**config.mk**
```make
export PLATFORM = sky130hd
export DESIGN_NAME = seg_scan_driver_flat
export DESIGN_NICKNAME = d
export VERILOG_FILES = /design/src/rtl/seg_scan_driver_if.sv /design/src/rtl/seg_scan_driver.sv /design/src/flat_wrapper.sv
export SDC_FILE = /design/constraint.sdc
export NUM_CORES = 1
export LEC_CHECK = 0
export CORE_AREA = 4 4 67 69
export CTS_CLUSTER_SIZE = 24
export DETAILED_ROUTE_END_ITERATION = 8
export DIE_AREA = 0 0 71 73
export PLACE_DENSITY = 0.9
export SYNTH_ARGS = -nofsm -noshare
export SYNTH_HDL_FRONTEND = slang
export SYNTH_SLANG_ARGS = --single-unit
```
**constraint.sdc**
```tcl
create_clock -name CLK -period 5.6 [get_ports CLK]
set_input_delay 1.12 -clock CLK [delete_from_list [all_inputs] [get_ports CLK]]
set_output_delay 1.12 -clock CLK [all_outputs]
set_load 0.1 [all_outputs]
```
**src/rtl/seg_scan_driver_if.sv**
```systemverilog
// Display-side signal bundle of the seven-segment scan driver.
// The slave side is the driver; the master side supplies enable and nibble data
// and receives the anode/cathode drive.
interface seg_scan_driver_if;
  logic       en;
  logic [3:0] store;
  logic [3:0] AN;
  logic [3:0] AN_pin;
  logic       myCLK;
  logic [7:0] DISPLAY;

  modport master (
    output en, store,
    input  AN, AN_pin, myCLK, DISPLAY
  );

  modport slave (
    input  en, store,
    output AN, AN_pin, myCLK, DISPLAY
  );
endinterface

```
**src/rtl/seg_scan_driver.sv**
```systemverilog
// Four-digit seven-segment scan driver.
// Each digit owns a slot of DIV cycles. The first BLANK cycles of a slot keep
// the anodes dark so the previous digit's cathodes cannot ghost; the cathode
// pattern for the slot is latched on the last blank cycle and held to slot end.
//
// state | meaning
// DIG0  | AN = 1110, digit 0 selected
// DIG1  | AN = 1101, digit 1 selected
// DIG2  | AN = 1011, digit 2 selected
// DIG3  | AN = 0111, digit 3 selected
module seg_scan_driver #(
  parameter int DIV   = 100000,
  parameter int BLANK = 4
) (
  input logic               CLK,
  input logic               Reset,
  seg_scan_driver_if.slave  bus
);

  localparam int CW = (DIV > 1) ? $clog2(DIV) : 1;
  localparam logic [CW-1:0] CNT_LAST = CW'(DIV - 1);
  localparam logic [CW-1:0] CNT_HALF = CW'(DIV / 2);
  localparam logic [CW-1:0] CNT_BLNK = CW'(BLANK);
  localparam logic [CW-1:0] CNT_LOAD = CW'(BLANK - 1);

  // State encoding equals the anode code, so AN comes straight off the register.
  typedef enum logic [3:0] {
    DIG0 = 4'b1110,
    DIG1 = 4'b1101,
    DIG2 = 4'b1011,
    DIG3 = 4'b0111
  } dig_e;

  dig_e            dig_q, dig_d;
  logic [CW-1:0]   cnt_q, cnt_d;
  logic [3:0]      an_pin_q, an_pin_d;
  logic            myclk_q, myclk_d;
  logic [7:0]      disp_q, disp_d;
  logic            wrap;

  function automatic logic [6:0] seg_decode(input logic [3:0] hex);
    logic [6:0] seg;
    case (hex)
      4'h0:    seg = 7'h40;
      4'h1:    seg = 7'h79;
      4'h2:    seg = 7'h24;
      4'h3:    seg = 7'h30;
      4'h4:    seg = 7'h19;
      4'h5:    seg = 7'h12;
      4'h6:    seg = 7'h02;
      4'h7:    seg = 7'h78;
      4'h8:    seg = 7'h00;
      4'h9:    seg = 7'h10;
      4'hA:    seg = 7'h08;
      4'hB:    seg = 7'h03;
      4'hC:    seg = 7'h46;
      4'hD:    seg = 7'h21;
      4'hE:    seg = 7'h06;
      default: seg = 7'h0E;
    endcase
    return seg;
  endfunction

  // State and output registers; reset abandons any slot in progress.
  always_ff @(posedge CLK or negedge Reset) begin
    if (!Reset) begin
      dig_q    <= DIG0;
      cnt_q    <= '0;
      an_pin_q <= 4'b1111;
      myclk_q  <= 1'b1;
      disp_q   <= 8'hFF;
    end else begin
      dig_q    <= dig_d;
      cnt_q    <= cnt_d;
      an_pin_q <= an_pin_d;
      myclk_q  <= myclk_d;
      disp_q   <= disp_d;
    end
  end

  // Next state. Registered outputs are computed from the next count so they
  // line up with the count they describe; disabling blanks the display and
  // suppresses any load or wrap that would have happened on that edge.
  always_comb begin
    dig_d    = dig_q;
    cnt_d    = cnt_q;
    an_pin_d = 4'b1111;
    myclk_d  = myclk_q;
    disp_d   = disp_q;
    wrap     = 1'b0;
    if (bus.en) begin
      wrap  = (cnt_q == CNT_LAST);
      cnt_d = wrap ? '0 : cnt_q + 1'b1;
      if (wrap) begin
        case (dig_q)
          DIG0:    dig_d = DIG1;
          DIG1:    dig_d = DIG2;
          DIG2:    dig_d = DIG3;
          default: dig_d = DIG0;
        endcase
      end
      myclk_d  = (cnt_d < CNT_HALF);
      an_pin_d = (cnt_d < CNT_BLNK) ? 4'b1111 : dig_d;
      if (cnt_q == CNT_LOAD) begin
        disp_d = {1'b1, seg_decode(bus.store)};
      end
    end else begin
      disp_d = 8'hFF;
    end
  end

  assign bus.AN      = dig_q;
  assign bus.AN_pin  = an_pin_q;
  assign bus.myCLK   = myclk_q;
  assign bus.DISPLAY = disp_q;

endmodule

```
**src/flat_wrapper.sv**
```systemverilog
// flat-port wrapper written by rule: the top's interface ports become plain ports
module seg_scan_driver_flat 
#(
  parameter int DIV   = 100000,
  parameter int BLANK = 4
)
  (CLK, Reset, bus_en, bus_store, bus_AN, bus_AN_pin, bus_myCLK, bus_DISPLAY);
  seg_scan_driver_if bus_i ();
  input logic CLK;
  input logic Reset;
  input wire logic [$bits(bus_i.en)-1:0] bus_en;
  input wire logic [$bits(bus_i.store)-1:0] bus_store;
  output wire logic [$bits(bus_i.AN)-1:0] bus_AN;
  output wire logic [$bits(bus_i.AN_pin)-1:0] bus_AN_pin;
  output wire logic [$bits(bus_i.myCLK)-1:0] bus_myCLK;
  output wire logic [$bits(bus_i.DISPLAY)-1:0] bus_DISPLAY;
  assign bus_i.en = bus_en;
  assign bus_i.store = bus_store;
  assign bus_AN = bus_i.AN;
  assign bus_AN_pin = bus_i.AN_pin;
  assign bus_myCLK = bus_i.myCLK;
  assign bus_DISPLAY = bus_i.DISPLAY;
  seg_scan_driver #(.DIV(DIV), .BLANK(BLANK)) u_core (.CLK(CLK), .Reset(Reset), .bus(bus_i));
endmodule
```
==> metrics.log, run 1 <==
[metrics] count of H-tree levels built during CTS: 2
[metrics] total die area: 0.00518 sq mm
[metrics] number of resized instances in the post-cts repair step: 0
[metrics] setup repair after global routing missed its margin: no
[metrics] Root Buffer Master: sky130_fd_sc_hd__clkbuf_8
[metrics] DRT Pass-1 Iters: 5
[metrics] overall power consumption: 648 uW
[metrics] synth unique cells: 61
[metrics] first-pass GRT wire length: 8870 um
[metrics] total number of nets in the final design: 282
[metrics] number of vias in the routed layout: 2,093
[metrics] maximum fanout encountered on the critical timing path: 9
[metrics] EDFF count, synth: 0
[metrics] class of the most critical hold timing path: reg2reg
[metrics] Register-to-Register Path Depth: 7
[metrics] leading register cell type out of synthesis: sky130_fd_sc_hd__dfrtp_1
[metrics] final critical delay including setup and external delays: 3.20 ns
[metrics] Die Span Y: 73 um
[metrics] via count normalized by instance count: 6.56
[metrics] static leakage: 0.980 nW
[metrics] number of buffer cells added on primary ports: 22
[metrics] Avg WL per Cell: 17.1 um
[metrics] insertion delay to the later sink of the worst-skew pair: 0.29 ns
[metrics] total nets after synthesis: 275
[metrics] GRT overflow: 0
[metrics] cell area after synthesis: 0.00231 sq mm
[metrics] endpoint type of the worst setup path: output port
[metrics] kind of critical path: reg2out
[metrics] PwrDens: 252 mW/mm^2
[metrics] total count of hold-check failures in the final report: 0
[metrics] Crit-path slowest cell: sky130_fd_sc_hd__clkdlybuf4s50_1
[metrics] Achievable Freq: 313 MHz
[metrics] launch point of the critical path: u_core.bus.AN[3]
[metrics] post-detailed-route count of antenna-violating nets: 0
[metrics] stage delay of the slowest cell on the critical path: 1.16 ns
[metrics] normalized max-slew margin: 34.1%
[metrics] post-layout utilization of the core: 65.8%
[metrics] Starting DRT DRC Count: 172
[metrics] most common library cell in the layout ignoring fill and taps: sky130_fd_sc_hd__nand2_1
[metrics] fill cell count: 326
[metrics] ys async rst share: 100%
[metrics] diode count: 0
[metrics] share of synthesized area occupied by flip-flops and latches: 36.5%
[metrics] CP Buf/Inv Count: 1
[metrics] Worst EP required: 4.48 ns
[metrics] highest-count cells in the layout ignoring fill and taps: 30 x sky130_fd_sc_hd__nand2_1, 22 x sky130_fd_sc_hd__clkdlybuf4s50_1, 18 x sky130_fd_sc_hd__dfrtp_1
[metrics] number of clock sinks: 33
[metrics] synthesis-to-layout area growth: 11.3%
[metrics] synthesized area divided by synthesized cell count: 8.86 sq um
[metrics] routability-driven placement congestion ratio: 0.924
[metrics] number of placed instances, taps included: 311
[metrics] Chip Width: 71 um
[metrics] post-place instance area: 0.00249 sq mm
[metrics] clock transition at the registers of the reported paths: 0.07 ns
[metrics] arrival time of the worst setup path: 2.08 ns
[metrics] Setup crit start kind: flop
[metrics] worst setup skew after layout: 0.00697 ns
[metrics] Setup TNS: 0 ns
[metrics] Critical R2R Capture: u_core.bus.myCLK
[metrics] final routed DRC violation total: 0
[metrics] Total GRT Usage: 21.8%
[metrics] share of layout cells above drive strength 1: 14.5%
[metrics] number of synthesized register bits: 33
[metrics] number of buffers created by CTS: 5
[metrics] antenna violations before repair: 0
[metrics] outcome: completed
[metrics] Final Non-Filler Cells: 319
[metrics] R2R setup slack: 2.88 ns
[metrics] Initial Utilization: 59.1%
[metrics] highest ir drop seen on vdd: 0.155 mV
[metrics] final std cell area, no fill: 0.00257 sq mm
[metrics] worst slew pin tran: 0.985 ns
[metrics] total setup buffers inserted after CTS: 0
[metrics] clock tree from TritonCTS: done
[metrics] critical path endpoint: bus_AN[3]
[metrics] via count of the first global-routing pass: 1,866
[metrics] Synth warnings: 0
[metrics] endpoints failing setup: 0
[metrics] CP delay by family, top: buffers and inverters
[metrics] wire length after detailed routing: 5450 um
[metrics] Final Max Slew Viols: 0
[metrics] number of gates on the worst path with buffers counted: 1
[metrics] origin of the critical flop-to-flop path: u_core.cnt_q[0]
[metrics] core outline area: 0.00391 sq mm
[metrics] number of buffers between clock root and the deepest sink: 2
[metrics] Cell Chain, Critical Path: clkdlybuf4s50_1
[metrics] cts-stage hold buffer count: 0
[metrics] Mapped Cells: 261
[metrics] final critical-path share of the clock period: 57.1%
[metrics] final HPWL from detailed placement: 3830 um
[metrics] number of top-level pins: 24
[metrics] number of cell rows: 23
[metrics] Max-Cap Viols: 0
[metrics] largest net degree at the start of global routing: 34
[metrics by stage]
stage          setup WS, ns  hold WS (ns)
6_report               2.40         0.501
4_1_cts                2.40         0.504
3_3_place_gp           2.65         0.485
2_1_floorplan          3.25         0.508
3_5_place_dp           2.55         0.486
5_1_grt                2.37         0.521
[tightest hold or removal path, delay by kind of cell (launching register included)]
family	cells	cell delay [ns]
AOI/OAI and AO/OA	1	0.05
DFF	1	0.37
and+or+nand+nor	1	0.08
[Yosys cell counts (5+ instances only)]
cell type / count / share of area, %
sky130_fd_sc_hd__xnor2_1: 9 / 3.4
sky130_fd_sc_hd__nor2_1: 16 / 2.6
sky130_fd_sc_hd__o21ai_0: 15 / 3.2
sky130_fd_sc_hd__and3_1: 5 / 1.4
sky130_fd_sc_hd__a31oi_1: 5 / 1.4
sky130_fd_sc_hd__ha_1: 7 / 3.8
sky130_fd_sc_hd__dfstp_2: 15 / 17
sky130_fd_sc_hd__nand4_1: 7 / 1.9
sky130_fd_sc_hd__mux2i_1: 7 / 3.0
sky130_fd_sc_hd__nor3_1: 8 / 1.7
sky130_fd_sc_hd__clkbuf_1: 11 / 1.8
sky130_fd_sc_hd__inv_1: 5 / 0.81
sky130_fd_sc_hd__nand3_1: 16 / 3.5
sky130_fd_sc_hd__dfrtp_1: 18 / 19
sky130_fd_sc_hd__nor4_1: 8 / 2.2
sky130_fd_sc_hd__nand2_1: 30 / 4.9
sky130_fd_sc_hd__xor2_1: 6 / 2.3
[per-layer routing]
| layer | GRT usage (%) | wire, um | share of wire [%] |
|---|---|---|---|
| met5 | 0 | 0 | 0 |
| met4 | 11.7 | 180 | 3.3 |
| met3 | 4.82 | 391 | 7.2 |
| met2 | 35.0 | 2580 | 47 |
| met1 | 27.4 | 2300 | 42 |
[worst min-delay path by stage]
stage | cells after the start | slack, ns | end | start
floorplan | 1 | 0.51 | u_core.cnt_q[0] | u_core.cnt_q[0]
finish | 2 | 0.50 | u_core.bus.myCLK | u_core.bus.myCLK
global route | 2 | 0.52 | u_core.bus.myCLK | u_core.bus.myCLK
global placement | 2 | 0.49 | u_core.bus.myCLK | u_core.bus.myCLK
CTS | 2 | 0.50 | u_core.bus.myCLK | u_core.bus.myCLK
detailed placement | 2 | 0.49 | u_core.bus.myCLK | u_core.bus.myCLK
[cells by family after synthesis]
group / after synthesis / synth area share [%]
AOI/OAI and AO/OA: 53 / 16.0
xor gates and xnor gates: 15 / 5.68
adders and majority gates: 7 / 3.79
buffers and inverters: 30 / 6.28
DFF: 33 / 36.5
muxes: 11 / 5.47
other: 1 / 0.162
and+or+nand+nor: 111 / 26.1
[final cells by class]
cell class	count	area [sq um]	area share [%]
Timing Repair Buffer	24	235	9.14
Sequential cell	33	845	32.8
Inverter	6	22.5	0.875
Clock inverter	3	17.5	0.681
Tap cell	50	62.6	2.43
Multi-Input combinational cell	198	1320	51.4
Clock buffer	5	68.8	2.67
[power breakdown]
| group | switching (mW) | internal, mW |
|---|---|---|
| combinational | 0.0893 | 0.0636 |
| clock | 0.0924 | 0.0857 |
| sequential | 0.0557 | 0.261 |
[flip-flops by register name (all words and copies together) (netlist names)]
register            cells
u_core.cnt_q           17
u_core.bus.DISPLAY      7
u_core.bus.AN           4
u_core.bus.AN_pin       4
u_core.bus.myCLK        1
No activity file was read; power rests on OpenSTA's default activity.
==> run 2, diff against run 1 <==
--- a/config.mk
+++ b/config.mk
@@ -5,11 +5,11 @@
 export SDC_FILE = /design/constraint.sdc
 export NUM_CORES = 1
 export LEC_CHECK = 0
-export CORE_AREA = 4 4 67 69
+export CORE_AREA = 4 4 73 75
 export CTS_CLUSTER_SIZE = 24
 export DETAILED_ROUTE_END_ITERATION = 8
-export DIE_AREA = 0 0 71 73
-export PLACE_DENSITY = 0.9
+export DIE_AREA = 0 0 77 79
+export PLACE_DENSITY = 0.81
 export SYNTH_ARGS = -nofsm -noshare
 export SYNTH_HDL_FRONTEND = slang
 export SYNTH_SLANG_ARGS = --single-unit
==> constraint.sdc (replaced) <==
create_clock -name CLK -period 2.9 [get_ports CLK]
set_input_delay 0.58 -clock CLK [delete_from_list [all_inputs] [get_ports CLK]]
set_output_delay 0.58 -clock CLK [all_outputs]
set_load 0.1 [all_outputs]
==> run 2 against run 1 <==
Compared with the run above: via count decreased by 3.4%; count of clock-buffer cells in the layout rose by 2; register-to-register slack worse by 2.5 ns; critical path type is now reg2reg; largest cell class unchanged.
==> metrics.log, run 2 (synthesized netlist as in run 1, its figures left out) <==
[metrics] count of H-tree levels built during CTS: 2 (unchanged)
[metrics] R2R setup slack: 0.37 ns (-2.51 ns)
[metrics] critical path endpoint: u_core.cnt_q[7]
[metrics] Chip Width: 77 um (+8.5%)
[metrics] Achievable Freq: 396 MHz
[metrics] share of layout cells above drive strength 1: 21.8% (+7.3 points)
[metrics] outcome: completed
[metrics] endpoint type of the worst setup path: flop
[metrics] PwrDens: 527 mW/mm^2 (+110%)
[metrics] number of placed instances, taps included: 321 (+3.2%)
[metrics] number of vias in the routed layout: 2,022 (-3.4%)
[metrics] Final Max Slew Viols: 0 (unchanged)
[metrics] final critical-path share of the clock period: 87.1%
[metrics] origin of the critical flop-to-flop path: u_core.cnt_q[5]
[metrics] routability-driven placement congestion ratio: 0.920 (-0.49%)
[metrics] most flop-heavy register: u_core.cnt_q
[metrics] Cell Chain, Critical Path: or3_1 > or4_4 > or4_4 > nand2_1 > nor4_1 > a21o_1
[metrics] Setup crit start kind: flop
[metrics] final routed DRC violation total: 0 (unchanged)
[metrics] number of gates on the worst path with buffers counted: 6 (+5)
[metrics] via count of the first global-routing pass: 2,031 (+8.8%)
[metrics] via count normalized by instance count: 6.15 (-6.3%)
[metrics] clock transition at the registers of the reported paths: 0.07 ns (about the same)
[metrics] endpoints failing setup: 0 (unchanged)
[metrics] stage delay of the slowest cell on the critical path: 0.52 ns (-0.64 ns)
[metrics] CP delay by family, top: simple AND/OR/NAND/NOR gates
[metrics] number of buffers between clock root and the deepest sink: 2 (unchanged)
[metrics] number of cell rows: 25 (+8.7%)
[metrics] GRT overflow: 0 (unchanged)
[metrics] number of flip-flops under the largest register name: 17 (unchanged)
[metrics] Initial Utilization: 49.6% (-9.5 points)
[metrics] total number of nets in the final design: 288 (+2.1%)
[metrics] worst setup skew after layout: 0.0113 ns (+0.00432 ns)
[metrics] diode count: 0 (unchanged)
[metrics] Starting DRT DRC Count: 136 (-21%)
[metrics] final HPWL from detailed placement: 3880 um (+1.5%)
[metrics] total setup buffers inserted after CTS: 0 (unchanged)
[metrics] antenna violations before repair: 0 (unchanged)
[metrics] Final Non-Filler Cells: 329 (+3.1%)
[metrics] post-detailed-route count of antenna-violating nets: 0 (unchanged)
[metrics] CP Buf/Inv Count: 0 (-1)
[metrics] number of top-level pins: 24 (unchanged)
[metrics] Total GRT Usage: 19.4% (-2.4 points)
[metrics] Crit-path slowest cell: sky130_fd_sc_hd__or4_4
[metrics] first-pass GRT wire length: 9470 um (+6.8%)
[metrics] highest ir drop seen on vdd: 0.538 mV (+250%)
[metrics] fill cell count: 419 (+29%)
[metrics] number of resized instances in the post-cts repair step: 0 (unchanged)
[metrics] final critical delay including setup and external delays: 2.53 ns
[metrics] Root Buffer Master: sky130_fd_sc_hd__clkbuf_8
[metrics] number of buffer cells added on primary ports: 22 (unchanged)
[metrics] Max-Cap Viols: 0 (unchanged)
[metrics] largest net degree at the start of global routing: 34 (unchanged)
[metrics] launch point of the critical path: u_core.cnt_q[5]
[metrics] Die Span Y: 79 um (+8.2%)
[metrics] Worst EP required: 3.09 ns (-1.39 ns)
[metrics] flip-flop and latch area: 845 sq um (unchanged)
[metrics] insertion delay to the later sink of the worst-skew pair: 0.29 ns (about the same)
[metrics] Critical R2R Capture: u_core.cnt_q[7]
[metrics] Register-to-Register Path Depth: 6 (-1)
[metrics] Most Frequent Cell on Critical Path: sky130_fd_sc_hd__or4_4
[metrics] kind of critical path: reg2reg
[metrics] static leakage: 1.03 nW (+5.2%)
[metrics] total die area: 0.00608 sq mm (+17%)
[metrics] synthesis-to-layout area growth: 13.0%
[metrics] Avg WL per Cell: 16.4 um (-4.2%)
[metrics] Multi-input gate area: 0.00132 sq mm (unchanged)
[metrics] clock tree from TritonCTS: done
[metrics] core outline area: 0.00466 sq mm (+19%)
[metrics] class of the most critical hold timing path: reg2reg
[metrics] worst slew pin tran: 0.630 ns (-0.356 ns)
[metrics] Setup TNS: 0 ns (unchanged)
[metrics] normalized max-slew margin: 57.5% (+23 points)
[metrics] DRT Pass-1 Iters: 4 (-1)
[metrics] most common library cell in the layout ignoring fill and taps: sky130_fd_sc_hd__nand2_1
[metrics] arrival time of the worst setup path: 2.71 ns (+0.63 ns)
[metrics] total count of hold-check failures in the final report: 0 (unchanged)
[metrics] number of buffers created by CTS: 5 (unchanged)
[metrics] setup repair after global routing missed its margin: no
[metrics] cts-stage hold buffer count: 0 (unchanged)
[metrics] number of clock sinks: 33 (unchanged)
[metrics] maximum fanout encountered on the critical timing path: 12 (+3)
[metrics] highest-count cells in the layout ignoring fill and taps: 30 x sky130_fd_sc_hd__nand2_1, 24 x sky130_fd_sc_hd__buf_4, 18 x sky130_fd_sc_hd__dfrtp_1
[metrics] wire length after detailed routing: 5390 um (-1.2%)
-- run 2: changes by cell type in the layout (fill, tap and decap cells not counted) --
cell	previous run	this run
sky130_fd_sc_hd__clkdlybuf4s50_1	22	6
sky130_fd_sc_hd__bufinv_16	0	1
sky130_fd_sc_hd__clkinv_2	2	0
sky130_fd_sc_hd__buf_4	2	24
sky130_fd_sc_hd__clkbuf_1	0	1
sky130_fd_sc_hd__clkbuf_8	5	6
sky130_fd_sc_hd__clkinvlp_4	1	0
-- run 2: final cells by class --
type	instances	area share, %
Inverter	6	0.862
Tap cell	54	2.58
Multi-Input combinational cell	198	50.6
Sequential cell	33	32.3
Timing Repair Buffer	30	9.19
Clock inverter	1	1.15
Clock buffer	7	3.30
-- run 2: worst min path at each step --
| stage | cells after the start | start | slack (ns) | endpoint |
|---|---|---|---|---|
| finish | 2 | u_core.bus.myCLK | 0.51 | u_core.bus.myCLK |
| global route | 2 | u_core.bus.myCLK | 0.55 | u_core.bus.myCLK |
| CTS | 2 | u_core.bus.myCLK | 0.51 | u_core.bus.myCLK |
| detailed placement | 2 | u_core.bus.myCLK | 0.49 | u_core.bus.myCLK |
| global placement | 2 | u_core.bus.myCLK | 0.50 | u_core.bus.myCLK |
| floorplan | 0 | Reset | 0.28 | u_core.bus.AN[0] |
-- run 2: worst register-to-register path, cell delays in order (launching register included) --
cell	delay, ns
sky130_fd_sc_hd__dfrtp_1	0.51
sky130_fd_sc_hd__or3_1	0.43
sky130_fd_sc_hd__or4_4	0.49
sky130_fd_sc_hd__or4_4	0.52
sky130_fd_sc_hd__nand2_1	0.23
sky130_fd_sc_hd__nor4_1	0.08
sky130_fd_sc_hd__a21o_1	0.16
-- run 2: power by group --
group / switching, mW / internal, mW / leakage (nW)
clock network: 0.171 / 0.280 / 0.0585
registers: 0.0855 / 0.504 / 0.383
logic: 0.197 / 0.140 / 0.589
-- run 2: routing by layer --
metal / vias to the layer above / track usage [%] / share of wire, %
met3: 12 / 4.20 / 7.5
met5: - / 0 / 0
met2: 85 / 31.5 / 47
li1: 981 / - / -
met4: 0 / 9.96 / 2.7
met1: 944 / 24.3 / 42
-- run 2: per-stage QoR --
stage	worst slack, ns	utilization (%)	hold WS (ns)	total power, mW	cell area [sq um]
floorplan	0.602	-	0.284	0.841	2310
global placement	0.460	53.6	0.496	0.922	2500
detailed placement	0.389	53.6	0.493	0.928	2500
CTS	0.392	56.1	0.508	1.38	2610
global route	0.252	56.1	0.550	1.45	2610
finish	0.375	56.1	0.507	1.38	2610
==> run 3, diff against run 2 <==
--- a/config.mk
+++ b/config.mk
@@ -5,6 +5,7 @@
 export SDC_FILE = /design/constraint.sdc
 export NUM_CORES = 1
 export LEC_CHECK = 0
+export ABC_AREA = 0
 export CORE_AREA = 4 4 73 75
 export CTS_CLUSTER_SIZE = 24
 export DETAILED_ROUTE_END_ITERATION = 8
==> results of run 3 <==
Same layout as run 2: the final DEF is identical, and so are final timing and power.
